<file path="config.mk">
export PLATFORM = sky130hd
export DESIGN_NAME = bp_bimodal_table
export DESIGN_NICKNAME = d
export VERILOG_FILES = /design/src/rtl/bp_bimodal_table.sv
export SDC_FILE = /design/constraint.sdc
export NUM_CORES = 1
export LEC_CHECK = 0
export ABC_AREA = 1
export BUFFER_PORTS_ARGS = -buffer_cell sky130_fd_sc_hd__buf_2
export CORE_MARGIN = 3
export CORE_UTILIZATION = 50
export CTS_BUF_LIST = sky130_fd_sc_hd__clkbuf_16
export CTS_CLUSTER_DIAMETER = 120
export DETAILED_ROUTE_END_ITERATION = 8
export PLACE_DENSITY_LB_ADDON = 0.25
export SLEW_MARGIN = 20
export SYNTH_ARGS = -nofsm -noshare
export SYNTH_HDL_FRONTEND = slang
export SYNTH_SLANG_ARGS = --single-unit
</file>
<file path="constraint.sdc">
create_clock -name clk -period 11.9 [get_ports clk]
set_input_delay 0 -clock clk [delete_from_list [all_inputs] [get_ports clk]]
set_output_delay 0 -clock clk [all_outputs]
set_load 0.02 [all_outputs]
</file>
<file path="src/rtl/bp_bimodal_table.sv">
// Bimodal branch predictor: one saturating counter per PC-indexed entry, with running statistics.
// Optional gshare indexing (global history XORed into the index) is enabled by defining BP_GSHARE_EN.
module bp_bimodal_table #(
  parameter int ENTRIES   = 64,
  parameter int CTR_W     = 2,
  parameter int RESET_CTR = 1,
  parameter int HIST_W    = 6
) (
  input  logic                       clk,
  input  logic                       reset,
  input  logic [5:0]                 OpCode,
  input  logic [31:0]                PC,
  output logic                       Is_Branch,
  output logic                       Branch_likely,
  output logic [$clog2(ENTRIES)-1:0] Pred_Index,
  input  logic                       Update,
  input  logic [$clog2(ENTRIES)-1:0] Update_Index,
  input  logic                       Branch_Actual,
  input  logic                       Mispredict,
  output logic [31:0]                Stat_Branches,
  output logic [31:0]                Stat_Mispredicts
);

  localparam int IDX_W = $clog2(ENTRIES);
  localparam logic [CTR_W-1:0] RST_VAL = CTR_W'(RESET_CTR);
  localparam logic [CTR_W-1:0] CTR_MAX = '1;
  localparam logic [CTR_W-1:0] CTR_ONE = CTR_W'(1);
  localparam logic HIST_OK = (HIST_W >= 1) && (HIST_W <= IDX_W);

  logic [CTR_W-1:0] ctr [ENTRIES];
  logic [31:0]      stat_branches_q;
  logic [31:0]      stat_mispredicts_q;
  logic [IDX_W-1:0] pc_idx;

  assign pc_idx = PC[IDX_W+1:2];

`ifdef BP_GSHARE_EN
  logic [HIST_W-1:0] ghr;
  logic [IDX_W-1:0]  ghr_ext;

  // History only advances at resolve, so it is never speculative.
  if (HIST_W == 1) begin : g_ghr_one
    always_ff @(posedge clk or posedge reset) begin
      if (reset)       ghr <= '0;
      else if (Update) ghr <= Branch_Actual;
    end
  end else begin : g_ghr_shift
    always_ff @(posedge clk or posedge reset) begin
      if (reset)       ghr <= '0;
      else if (Update) ghr <= {ghr[HIST_W-2:0], Branch_Actual};
    end
  end

  always_comb begin
    ghr_ext = '0;
    ghr_ext[HIST_W-1:0] = ghr;
  end

  assign Pred_Index = pc_idx ^ ghr_ext;
`else
  assign Pred_Index = pc_idx;
`endif

  always_comb begin
    case (OpCode)
      6'h01, 6'h04, 6'h05, 6'h06, 6'h07: Is_Branch = 1'b1;
      default:                           Is_Branch = 1'b0;
    endcase
  end

  // No bypass: a same-cycle update to the looked-up entry is seen next cycle.
  assign Branch_likely = Is_Branch & ctr[Pred_Index][CTR_W-1];

  always_ff @(posedge clk or posedge reset) begin
    if (reset) begin
      for (int i = 0; i < ENTRIES; i++) ctr[i] <= RST_VAL;
    end else if (Update) begin
      if (Branch_Actual) begin
        if (ctr[Update_Index] != CTR_MAX) ctr[Update_Index] <= ctr[Update_Index] + CTR_ONE;
      end else begin
        if (ctr[Update_Index] != '0) ctr[Update_Index] <= ctr[Update_Index] - CTR_ONE;
      end
    end
  end

  always_ff @(posedge clk or posedge reset) begin
    if (reset) begin
      stat_branches_q    <= '0;
      stat_mispredicts_q <= '0;
    end else if (Update) begin
      stat_branches_q <= stat_branches_q + 32'd1;
      if (Mispredict) stat_mispredicts_q <= stat_mispredicts_q + 32'd1;
    end
  end

  assign Stat_Branches    = stat_branches_q;
  assign Stat_Mispredicts = stat_mispredicts_q;

  // PC bits outside the index field do not take part in the lookup.
  logic unused_ok;
  assign unused_ok = ^{PC[31:IDX_W+2], PC[1:0], HIST_OK};

endmodule

</file>
# After elaboration in Yosys (flattened, before gate mapping)
# Index checks and enable logic that the tools add are counted.
totals:
  regBits: 192
  in_bits: 49
  word_cells: 103
classes:
  add_sub_neg: 4
  magnitude_cmp: 3
  n_eq_ne: 7
  muxes: 14
  bitwise_logic: 3
  n_reduce_logical: 6
ops:
  columns: ["cell", "count"]
  rows:
  - ["$mux W128", 3]
  - ["$bwmux W128", 2]
  - ["$add A32 B1 Y32 const B", 2]
  - ["$bmux W2 S6", 2]
  - ["$eq A6 B3 Y1 const B", 4]
  - ["$ge A7 B7 Y1 const B", 2]
  - ["$not A6 Y7", 2]
  - ["$demux W2 S6", 1]
  - ["$mux W2", 5]
  - ["$lt A7 B1 Y1 const B", 1]
  - ["$eq A6 B1 Y1 const B", 1]
  - ["$reduce_or A5 Y1", 1]
  - ["$reduce_bool A2 Y1", 2]
  - ["$reduce_and A3 Y1", 1]
  - ["$add A2 B1 Y2 const B", 1]
  - ["$ne A2 B1 Y1 const B", 1]
  - ["$ne A2 B2 Y1 const B", 1]
  - ["$reduce_and A2 Y1", 1]
  - ["$sub A2 B1 Y2 const B", 1]
  - ["$and A1 B1 Y1", 1]
  - ["$logic_and A1 B1 Y1", 1]
  - ["$mux W1", 1]

# Depth between registers and ports, before layout
# Gate-level depths: netlist of run 1.
logic_depth:
  ltp_word: 8
  mapped_depth: 26

# Least setup slack after synthesis of run 1
# Ideal clock, no wire load.
synth_path:
  kind: "register to register"
  startpoint: "register with a tool-made name"
  endpoint: "register ctr[1] in the netlist's numbering"
  t_arrival_ps: 2308
  t_required_ps: 11756
  slack_ps: 9448
  stages_incl_launch_ff: 22
  path_buffers: 1
  period_less_slack_ps: 2452
  cell_sequence: "dfstp_2 > nand2_1 > nand2_1 > nand2_1 > nand2_1 > nand2_1 > nand2_1 > nand2_1 > nand2_1 > nor2_1 > buf_4 > nand2_1 > inv_1 > ha_1 > inv_1 > nor2_1 > nor3_4 > nand4_1 > nor2_1 > inv_1 > nand2_1 > o21ai_0"
synth_lines:
  columns: ["item", "line", "source"]
  rows:
  - ["end, declared", "30", "logic [CTR_W-1:0] ctr [ENTRIES];"]

# Final worst setup path of run 1
layout_path:
  startpoint: "input port Update_Index[0]"
  endpoint: "register ctr[65] in the netlist's numbering"
layout_via:
  elab_chain_len: 8
layout_rtl:
  columns: ["item", "line", "source"]
  rows:
  - ["start, declared", "17", "input logic [$clog2(ENTRIES)-1:0] Update_Index,"]
  - ["$not A6 Y7 (not written as such) (*)", "79, 81", null]
  - ["$bmux W2 S6 (tied with other cells)", "79, 81", null]
  - ["$mux W2 (not written as such) / $logic_and A1 B1 Y1 (equally long branches)", "79, 81", null]
  - ["$mux W2 (not written as such)", "79, 81", null]
  - ["$sub A2 B1 Y2 (tied with other cells)", "81", "if (ctr[Update_Index] != '0) ctr[Update_Index] <= ctr[Update_Index] - CTR_ONE;"]
  - ["$bwmux W128, on equally long branches", "81, 79", null]
  - ["$mux W128, on equally long branches", "81, 79", null]
  - ["$mux W128", "78", "if (Branch_Actual) begin"]
# Mark *: on every way between the ends. The rest lies on a longest branch, timed or not. The select of a mux whose other input is x is not followed.
# A chain may end at the register's enable or synchronous reset.

==> results of run 1 <==
## worst min path at each step
| stage | start | endpoint | slack [ps] |
|---|---|---|---|
| floorplan | PC[2] | Pred_Index[0] | 110 |
| global placement | reset | Stat_Branches[0] | 230 |
| detailed placement | reset | Stat_Branches[0] | 230 |
| CTS | PC[7] | Pred_Index[5] | 260 |
| global route | PC[7] | Pred_Index[5] | 270 |
| finish | PC[7] | Pred_Index[5] | 260 |
## metal layers
| metal | up-vias | part of all wire | wire, µm | global-route usage |
|---|---|---|---|---|
| met5 | - | 0 | 0 | 0 |
| met4 | 0 | 0.022 | 617 | 0.07340 |
| met3 | 52 | 0.066 | 1875 | 0.03919 |
| met2 | 329 | 0.46 | 13230 | 0.3994 |
| met1 | 4667 | 0.45 | 12810 | 0.3403 |
| li1 | 4820 | - | - | - |
## worst register-to-register path, stage by stage, from the launching register on
cell and delay (ps):
dfstp_2 530, nand2_1 40, nand2_1 100, nand2_1 60, nand2_1 100, nand2_1 90
nand2_1 100, nand2_1 70, nand2_1 150, nor2_4 40, nand2_1 120, inv_1 60
ha_1 190, inv_1 50, nor2_1 50, nor3_4 260, nand4_1 590, nor2_1 350
inv_1 110, nand2_1 60, o21ai_0 70
## metrics by stage
| step | total power, W | area, µm² | setup slack [ps] |
|---|---|---|---|
| after floorplan | 0.001071 | 10760 | 6779 |
| after global placement | 0.001164 | 11270 | 7829 |
| after global routing | 0.001824 | 11870 | 7670 |
| final | 0.001731 | 11870 | 8044 |
| after detailed placement | 0.001174 | 11270 | 7782 |
| after CTS | 0.001740 | 11870 | 8234 |
## area by class of cell
type	instances	area, µm²	area share
clock inverters	15	143.9	0.01212
multi-input cells	1108	4992	0.4205
inverters	139	529.3	0.04458
flip-flops and latches	192	4885	0.4114
clock buffers	17	425.4	0.03583
well taps	275	344.1	0.02898
repair buffers	104	553.0	0.04658
## power groups by stage
| stage | clock network [W] | registers (W) | logic, W |
|---|---|---|---|
| 3_3_place_gp | 0 | 0.000841 | 0.000323 |
| 6_report | 0.000564 | 0.000833 | 0.000333 |
| 3_5_place_dp | 0 | 0.000842 | 0.000332 |
| 5_1_grt | 0.000603 | 0.000846 | 0.000375 |
| 4_1_cts | 0.000574 | 0.000832 | 0.000334 |
| 2_1_floorplan | 0 | 0.000850 | 0.000221 |
## cells in the mapped netlist, drive strengths merged (19+ instances only)
library cell	count
nor2	116
xor2	43
nand2	618
o21ai	79
dfstp	64
nand3	139
buf	45
clkbuf	19
nor3	25
inv	139
a21oi	35
dfrtp	128
nand4	21
## logic make-up after synthesis
family / share of synthesized area
AOI/OAI and AO/OA: 0.05374
xor gates and xnor gates: 0.04885
adders and majority gates: 0.004653
buffers and inverters: 0.08468
DFF: 0.4541
and+or+nand+nor: 0.3540
## repair_timing
action                                 in CTS  in global routing
hold buffers                                3                  0
endpoints found under the hold margin      94                  0
gates resized for setup                     0                  0
==> impl_metrics.json, run 1 <==
{
  "p_leak_nw": 5.809,
  "mostFrequentLayoutCell": "nand2_1",
  "track_usage": 0.2452,
  "dp_cells": 1815,
  "cts_tree": "done",
  "fin_nets": 1615,
  "drt_iter0_drc": 692,
  "crit_family": "simple AND/OR/NAND/NOR gates",
  "grt_antenna_before_repair": 0,
  "whs_path_depth": 2,
  "status": "completed",
  "die_area_um2": 23310,
  "synth-main-ff-cell": "dfrtp_1",
  "clk_latency_ps": 440,
  "cpMaxStageDelayCell": "buf_4",
  "cts_setup_buffers": 0,
  "ys_ff_latch": 192,
  "cp.depth": 22,
  "critPathRequiredTime_ps": 12180,
  "ys.warnings.count": 0,
  "area_growth_pct": 10.38,
  "fin_crit_sh": 0.3240,
  "crit_path_end": "ctr[65]",
  "sw_frac_of_total": 0.3383,
  "power_density_nw_per_um2": 145.8,
  "clockBufferDepth": 2,
  "die_x_um": 152.7,
  "internal-power_w": 0.001145,
  "htree_levels": 4,
  "rrSetupSlack_ps": 8560,
  "critPathMaxStageDelay_ps": 610,
  "timing.rr.end": "ctr[65]",
  "final_cell_mix": "617 x nand2_1, 139 x nand3_1, 131 x inv_1",
  "first_pass_iters": 5,
  "avgSynthCellArea_um2": 7.157,
  "synthTopCellsByArea": "dfrtp_1 30%, nand2_1 22%, dfstp_2 16%",
  "yosysSeqAreaShare": 0.4541,
  "drc": 0,
  "fin_cells": 1850,
  "synth_edf_count": 0,
  "wl_per_cell_um": 15.42,
  "syn-num-nets": 1556,
  "ant_nets": 0,
  "comb_power_share": 0.193,
  "path_buf_inv": 6,
  "yosys.area.top_type": "dfrtp_1",
  "critical_path_class": "input port to flip-flop",
  "syn-cell-area_um2": 10760,
  "cts_sinks": 192,
  "hp-class": "input port to output port",
  "gr-total-overflow": 0,
  "cp_cell_sequence": "buf_2, buf_4, inv_2, buf_4, nand2_1, a21oi_1, or2_2, nand2_1, nand2_1, nand2_1, nand2_1, nor2_1, nand2_1, ha_1, nand2_1, inv_1, nor3_4, nand4_1, nor2_1, inv_1, nand2_1, o21ai_0",
  "numCtsBuffers": 17,
  "fp.coreArea_um2": 21090,
  "worst_pin_slew_ps": 1010,
  "chipHeight_um": 152.7,
  "cp-end-kind": "flip-flop",
  "cts_root_buffer": "clkbuf_16",
  "wirelength_um": 28540,
  "slew_violations": 0,
  "reg2reg_depth": 20,
  "grt_pass1_vias": 9392,
  "p_switching_w": 0.0005855,
  "drv_cap": 0,
  "startpoint_type": "input port",
  "clk_pin_slew_ps": 70,
  "cpMostUsedCell": "nand2_1",
  "seqPwrFrac": 0.481,
  "port_buffers": 94,
  "synth_top_area_frac": 0.2978,
  "grt_pass1_wl_um": 47030,
  "rsz0062_at_grt": "false",
  "place.detailed.hpwl_um": 17370,
  "tns_ps": 0,
  "ir_drop_mv": 0.1259,
  "via_count": 9868,
  "setup_viol": 0,
  "fmax_ghz": 0.2593,
  "finClkSkew_ps": 14.51,
  "row_count": 53,
  "finish.utilization": 0.5630,
  "cp_max_fo": 69,
  "grt_max_degree": 118,
  "gp_congestion": 0.8799,
  "p_clk_frac": 0.326,
  "ios": 121,
  "drive_above_1_share": 0.1365,
  "arrival_ps": 4140,
  "diodes": 0,
  "ys_types": 30,
  "crit_start": "Update_Index[0]",
  "n_fill_cell": 2010,
  "avgViaCountPerCell": 5.334,
  "start_util": 0.5101,
  "async_flop_share": 1.000,
  "min_period_ps": 3856,
  "holdWs_ps": 259.3,
  "slew_headroom": 0.3266,
  "finalHoldViolations": 0,
  "postSynthCellCount": 1503
}
(Power assumes the default switching activity.)
==> inputs of run 2 (changes only) <==
Settings changed: ABC_AREA 1 to 0.
Clock period 11.9 ns to 3.4 ns, I/O delays scaled along.
==> run 2 against run 1 <==
Against the previous run: the run now ends with negative setup slack left; first-iteration DRC count is 2.3% higher; area after synthesis down 4.0%; count of clock-buffer cells in the layout did not move; flip-flop and latch count is the same; critical endpoint is now ctr[71]; highest routed layer is now met5.
==> impl_metrics.json, run 2 <==
{
  "ir_drop_mv": 0.3114,
  "clockBufferDepth": 2,
  "avgSynthCellArea_um2": 11.69,
  "fp.coreArea_um2": 19850,
  "place.detailed.hpwl_um": 19340,
  "syn-cell-area_um2": 10330,
  "synth_top_family_by_area": "multiplexers",
  "multi_input_area_um2": 5748,
  "start_util": 0.5203,
  "holdWs_ps": 108.5,
  "ios": 121,
  "syn-num-nets": 936,
  "synthMuxAreaShare": 0.1805,
  "synthTopCellsByCount": "128 x dfrtp_1, 109 x mux2_2, 99 x nand2_1",
  "fin_crit_sh": 1.074,
  "drt_iter0_drc": 708,
  "cts_sinks": 192,
  "cp_max_fo": 5,
  "port_buffers": 94,
  "wirelength_um": 29100,
  "critical_path_class": "flip-flop to flip-flop",
  "diodes": 0,
  "worst_pin_slew_ps": 712.5,
  "cts_tree": "done",
  "startpoint_type": "flip-flop",
  "finalHoldViolations": 0,
  "async_flop_share": 1.000,
  "via_count": 8215,
  "violations": "negative setup slack",
  "final_cell_mix": "128 x dfrtp_1, 99 x buf_4, 94 x buf_2",
  "slew_headroom": 0.5235,
  "setup_ws_ps": -250.2,
  "synth_edf_count": 0,
  "yosysMostFrequentCell": "dfrtp_1",
  "synth-main-ff-cell": "dfrtp_1",
  "rsz0062_at_grt": "true",
  "drv_cap": 0,
  "clk_pin_slew_ps": 80,
  "finClkSkew_ps": 13.83,
  "fin_nets": 1110,
  "cts_root_buffer": "clkbuf_16",
  "grt_pass1_vias": 8103,
  "hp-class": "input port to flip-flop",
  "wl_per_cell_um": 21.80,
  "grt_pass1_wl_um": 45450,
  "clk_latency_ps": 440,
  "htree_levels": 4,
  "grt_antenna_before_repair": 1,
  "n_fill_cell": 1483,
  "row_count": 51,
  "chipHeight_um": 149.7,
  "ant_nets": 0,
  "gp_congestion": 0.9159,
  "track_usage": 0.2606,
  "synth-xor-area-share": 0.05344,
  "yosysSeqAreaShare": 0.4730,
  "p_total_w": 0.006588,
  "slew_violations": 0,
  "die_area_um2": 22410,
  "postSynthCellCount": 883,
  "dpl_worst_slack_ps": -339.5,
  "synthAdderAreaFrac": 0.004847,
  "p_leak_nw": 6.199,
  "status": "complete, but fails checks",
  "die_x_um": 149.7,
  "grt_max_degree": 193,
  "drc": 0,
  "dpl_cell_area_um2": 11720,
  "avgViaCountPerCell": 6.154,
  "synth_top_area_frac": 0.3102,
  "yosys.area.top_type": "dfrtp_1",
  "yosys.area_share.simple": 0.1330,
  "drive_above_1_share": 0.5243,
  "gr-total-overflow": 0,
  "min_period_ps": 3650,
  "ys_ff_latch": 192,
  "ys_types": 64,
  "arrival_ps": 3980,
  "mostFrequentLayoutCell": "dfrtp_1",
  "seqCellArea_um2": 4885,
  "design_area_um2": 13190,
  "ys.warnings.count": 0,
  "critPathRequiredTime_ps": 3730,
  "fmax_ghz": 0.2740,
  "power_density_nw_per_um2": 499.4,
  "area_growth_pct": 27.74,
  "first_pass_iters": 5,
  "cp-end-kind": "flip-flop",
  "numCtsBuffers": 17,
  "synth-compound-area-share": 0.1185,
  "setup_viol": 122,
  "synthTopCellsByArea": "dfrtp_1 31%, dfstp_2 16%, mux2_2 12%"
}
-- run 2: cell types whose count changed after synthesis, moves of 22 or more --
cell / change
nand2_1: -518
inv_1: -123
nand3_1: -111
mux2_2: +109
nor2_1: -68
o21ai_0: -32
a21oi_1: -27
xnor2_1: +26
o21ai_1: -23
xor2_1: -23
o41ai_2: +22
-- run 2: area by class of cell --
| cell class | instances | area share |
|---|---|---|
| Multi-Input combinational cell | 619 | 0.4358 |
| Tap cell | 265 | 0.02514 |
| Clock inverter | 15 | 0.01356 |
| Inverter | 9 | 0.002846 |
| Sequential cell | 192 | 0.3703 |
| Timing Repair Buffer | 218 | 0.1201 |
| Clock buffer | 17 | 0.03225 |
-- run 2: critical path, cell delays in order, from the launching register on --
cell	delay, ps
dfrtp_1	440
mux2_4	300
a221oi_2	260
o22ai_1	150
a22o_1	240
or4_4	560
ha_4	170
mux2_4	280
buf_6	140
nand3b_1	220
nor3_1	170
buf_4	230
nand2_4	70
mux2_4	310
-- run 2: per-stage QoR --
stage / setup TNS, ps / cells / util
2_1_floorplan: 0 / 883 / -
3_3_place_gp: -15010 / 1288 / 0.5903
3_5_place_dp: -25910 / 1288 / 0.5903
4_1_cts: -5150 / 1330 / 0.6443
5_1_grt: -26370 / 1335 / 0.6646
6_report: -14400 / 1335 / 0.6646
-- run 2: worst paths after layout --
path / startpoint / endpoint / slack [ps] / cells after the start
worst min-delay path: Update / Stat_Mispredicts[4] / 110 / 4
worst min register to register: Stat_Mispredicts[31] / Stat_Mispredicts[31] / 460 / 1
min in group asynchronous: reset / Stat_Mispredicts[31] / 200 / 4
worst max-delay path: ctr[121] / ctr[71] / -250 / 13
worst max register to register: ctr[121] / ctr[71] / -250 / 13
max in group asynchronous: reset / asynchronous set/reset pin / 2300 / 5
-- run 2: timing repair --
item	in CTS	in global routing
setup endpoints to repair	113	128
pin swaps	11	11
hold endpoints to repair	133	0
hold buffers	5	0
resized for setup	94	70
setup buffers	5	6
gates cloned	0	0
-- run 2: cells by family after synthesis --
| group | Yosys count |
|---|---|
| xor gates and xnor gates | 63 |
| and+or+nand+nor | 268 |
| buffers and inverters | 72 |
| adders and majority gates | 4 |
| AOI/OAI and AO/OA | 139 |
| DFF | 192 |
| muxes | 145 |
-- run 2: metal layers --
metal  wire (µm)  share of wire  GRT usage  vias to the layer above
li1            -              -          -                     3628
met5          13        0.00045          0                        -
met1       12400           0.43     0.3578                     4180
met4        1056          0.036     0.1016                        2
met2       13620           0.47     0.4023                      323
met3        2017          0.069    0.06299                       82
-- run 2: where the power goes --
part / switching [W] / internal (W)
clock network: 0.00104 / 0.00100
registers: 0.000276 / 0.00270
logic: 0.000815 / 0.000748
total: 0.00213 / 0.00445
==> inputs of run 3 (changes only) <==
Settings changed: ABC_AREA 0 to 1.
==> run 3 against run 2 <==
Against the previous run: the run now ends clean; first-iteration DRC count fell by 3.8%; fmax grew 21%; flip-flop and latch count stayed put; core utilization fell by 9.4 points; hold slack gained 110 ps; combinational power is 23% lower; global-route usage down 1.4 points; critical path type unchanged; highest routed layer is now met4.
==> impl_metrics.json, run 3 (synthesized netlist as in run 1, its figures left out) <==
{
  "mostFrequentLayoutCell": "nand2_1",
  "rsz0062_at_grt": "false",
  "drt_iter0_drc": 681,
  "gr-total-overflow": 0,
  "slew_headroom": 0.4352,
  "wl_per_cell_um": 15.25,
  "diodes": 0,
  "critical_path_class": "flip-flop to flip-flop",
  "cpMaxStageDelayCell": "nand4_2",
  "clk_pin_slew_ps": 70,
  "critPathRequiredTime_ps": 3730,
  "htree_levels": 4,
  "timing.rr.end": "ctr[5]",
  "start_util": 0.5101,
  "dpl_cell_area_um2": 11440,
  "port_buffers": 94,
  "startpoint_type": "flip-flop",
  "finalHoldViolations": 0,
  "via_count": 9772,
  "critPathMaxStageDelay_ps": 420,
  "cp_max_fo": 8,
  "first_pass_iters": 5,
  "grt_pass1_vias": 9390,
  "n_fill_cell": 2022,
  "cts_root_buffer": "clkbuf_16",
  "fmax_ghz": 0.3310,
  "slew_violations": 0,
  "drc": 0,
  "ir_drop_mv": 0.4157,
  "fin_crit_sh": 0.8887,
  "drv_cap": 0,
  "design_area_um2": 12040,
  "dpl_worst_slack_ps": 236.9,
  "clockBufferDepth": 2,
  "cp_cell_sequence": "nand2_1, a21oi_1, or2_2, nand2_1, nand2_1, nand2_1, nand2_1, nor2_1, nand2_1, ha_1, nand2_1, inv_1, nor3_4, nand4_2, nor2_1, inv_1, o21ai_0",
  "clk_latency_ps": 430,
  "area_growth_pct": 11.95,
  "numCtsBuffers": 17,
  "ant_nets": 0,
  "hp-class": "input port to asynchronous set/reset pin",
  "cp-end-kind": "flip-flop",
  "fp.coreArea_um2": 21090,
  "track_usage": 0.2463,
  "rrSetupSlack_ps": 380,
  "cpMostUsedCell": "nand2_1",
  "grt_pass1_wl_um": 47440,
  "wirelength_um": 28450,
  "grt_max_degree": 193,
  "p_leak_nw": 5.895,
  "avgViaCountPerCell": 5.237,
  "crit_family": "simple AND/OR/NAND/NOR gates",
  "tns_ps": 0,
  "row_count": 53,
  "status": "completed",
  "die_area_um2": 23310,
  "place.detailed.hpwl_um": 17890,
  "grt_antenna_before_repair": 0,
  "cts_sinks": 192,
  "p_total_w": 0.006001,
  "drive_above_1_share": 0.1433,
  "ios": 121,
  "finClkSkew_ps": 8.437,
  "chipHeight_um": 152.7,
  "die_x_um": 152.7,
  "min_period_ps": 3021,
  "setup_viol": 0,
  "power_density_nw_per_um2": 498.3,
  "final_cell_mix": "617 x nand2_1, 139 x nand3_1, 132 x inv_1",
  "setup_ws_ps": 378.6,
  "path_buf_inv": 2,
  "r2r_start": "ctr[87]",
  "gp_congestion": 0.8891,
  "arrival_ps": 3350,
  "reg2reg_depth": 17,
  "cts_tree": "done",
  "fin_nets": 1631,
  "worst_pin_slew_ps": 846.2
}
run 3: cell count changes in the layout (fill, tap and decap cells not counted), sizes merged, moves of 40 or more:
cell / before / now
buf: 213 / 117
inv: 16 / 146
mux2: 111 / 0
nand2: 99 / 618
nand3: 28 / 139
nor2: 47 / 116
o21ai: 25 / 79
o41ai: 40 / 0
run 3: layer usage:
metal	global-route usage	wire length (µm)	part of all wire
met5	0	0	0
met2	0.3918	12990	0.46
met3	0.04431	2141	0.075
met1	0.3491	12810	0.45
met4	0.06873	501	0.018
run 3: where the power goes:
part / internal, W / switching [W]
clock network: 0.000949 / 0.000930
registers: 0.00267 / 0.000256
logic: 0.000399 / 0.000801
run 3: worst min-delay path, delay by kind of cell:
family | cells | cell delay, ps
buffers and inverters | 4 | 1060
run 3: area by class of cell:
type / count / area (µm²) / share of cell area
multi-input combinational: 1108 / 4992 / 0.4146
sequential: 192 / 4885 / 0.4057
timing repair buffer: 120 / 755.7 / 0.06276
inverter: 139 / 525.5 / 0.04364
clock buffer: 17 / 425.4 / 0.03533
tap: 275 / 344.1 / 0.02857
clock inverter: 15 / 113.9 / 0.009456
run 3: worst max path at each step:
stage,startpoint,end,slack [ps],cells after the start
2_1_floorplan,flip-flop,ctr[1],950,21
6_report,ctr[87],ctr[5],380,17
5_1_grt,ctr[85],ctr[117],110,18
3_5_place_dp,Update_Index[0],ctr[101],240,21
4_1_cts,ctr[87],ctr[5],390,17
3_3_place_gp,Update_Index[0],ctr[69],310,21
run 3: per-stage QoR:
stage          utilization  hold WS, ps  std cells
6_report            0.5710        222.7       1866
2_1_floorplan            -        112.6       1503
3_5_place_dp        0.5427        255.7       1830
4_1_cts             0.5697        214.6       1865
5_1_grt             0.5710        235.7       1866
3_3_place_gp        0.5427        255.2       1830
run 3: what timing repair did:
| item | CTS | global route |
|---|---|---|
| resized for setup | 0 | 0 |
| buffers inserted | 0 | 0 |
| setup endpoints to repair | 0 | 0 |
| hold buffers | 3 | 0 |
| endpoints found under the hold margin | 135 | 0 |
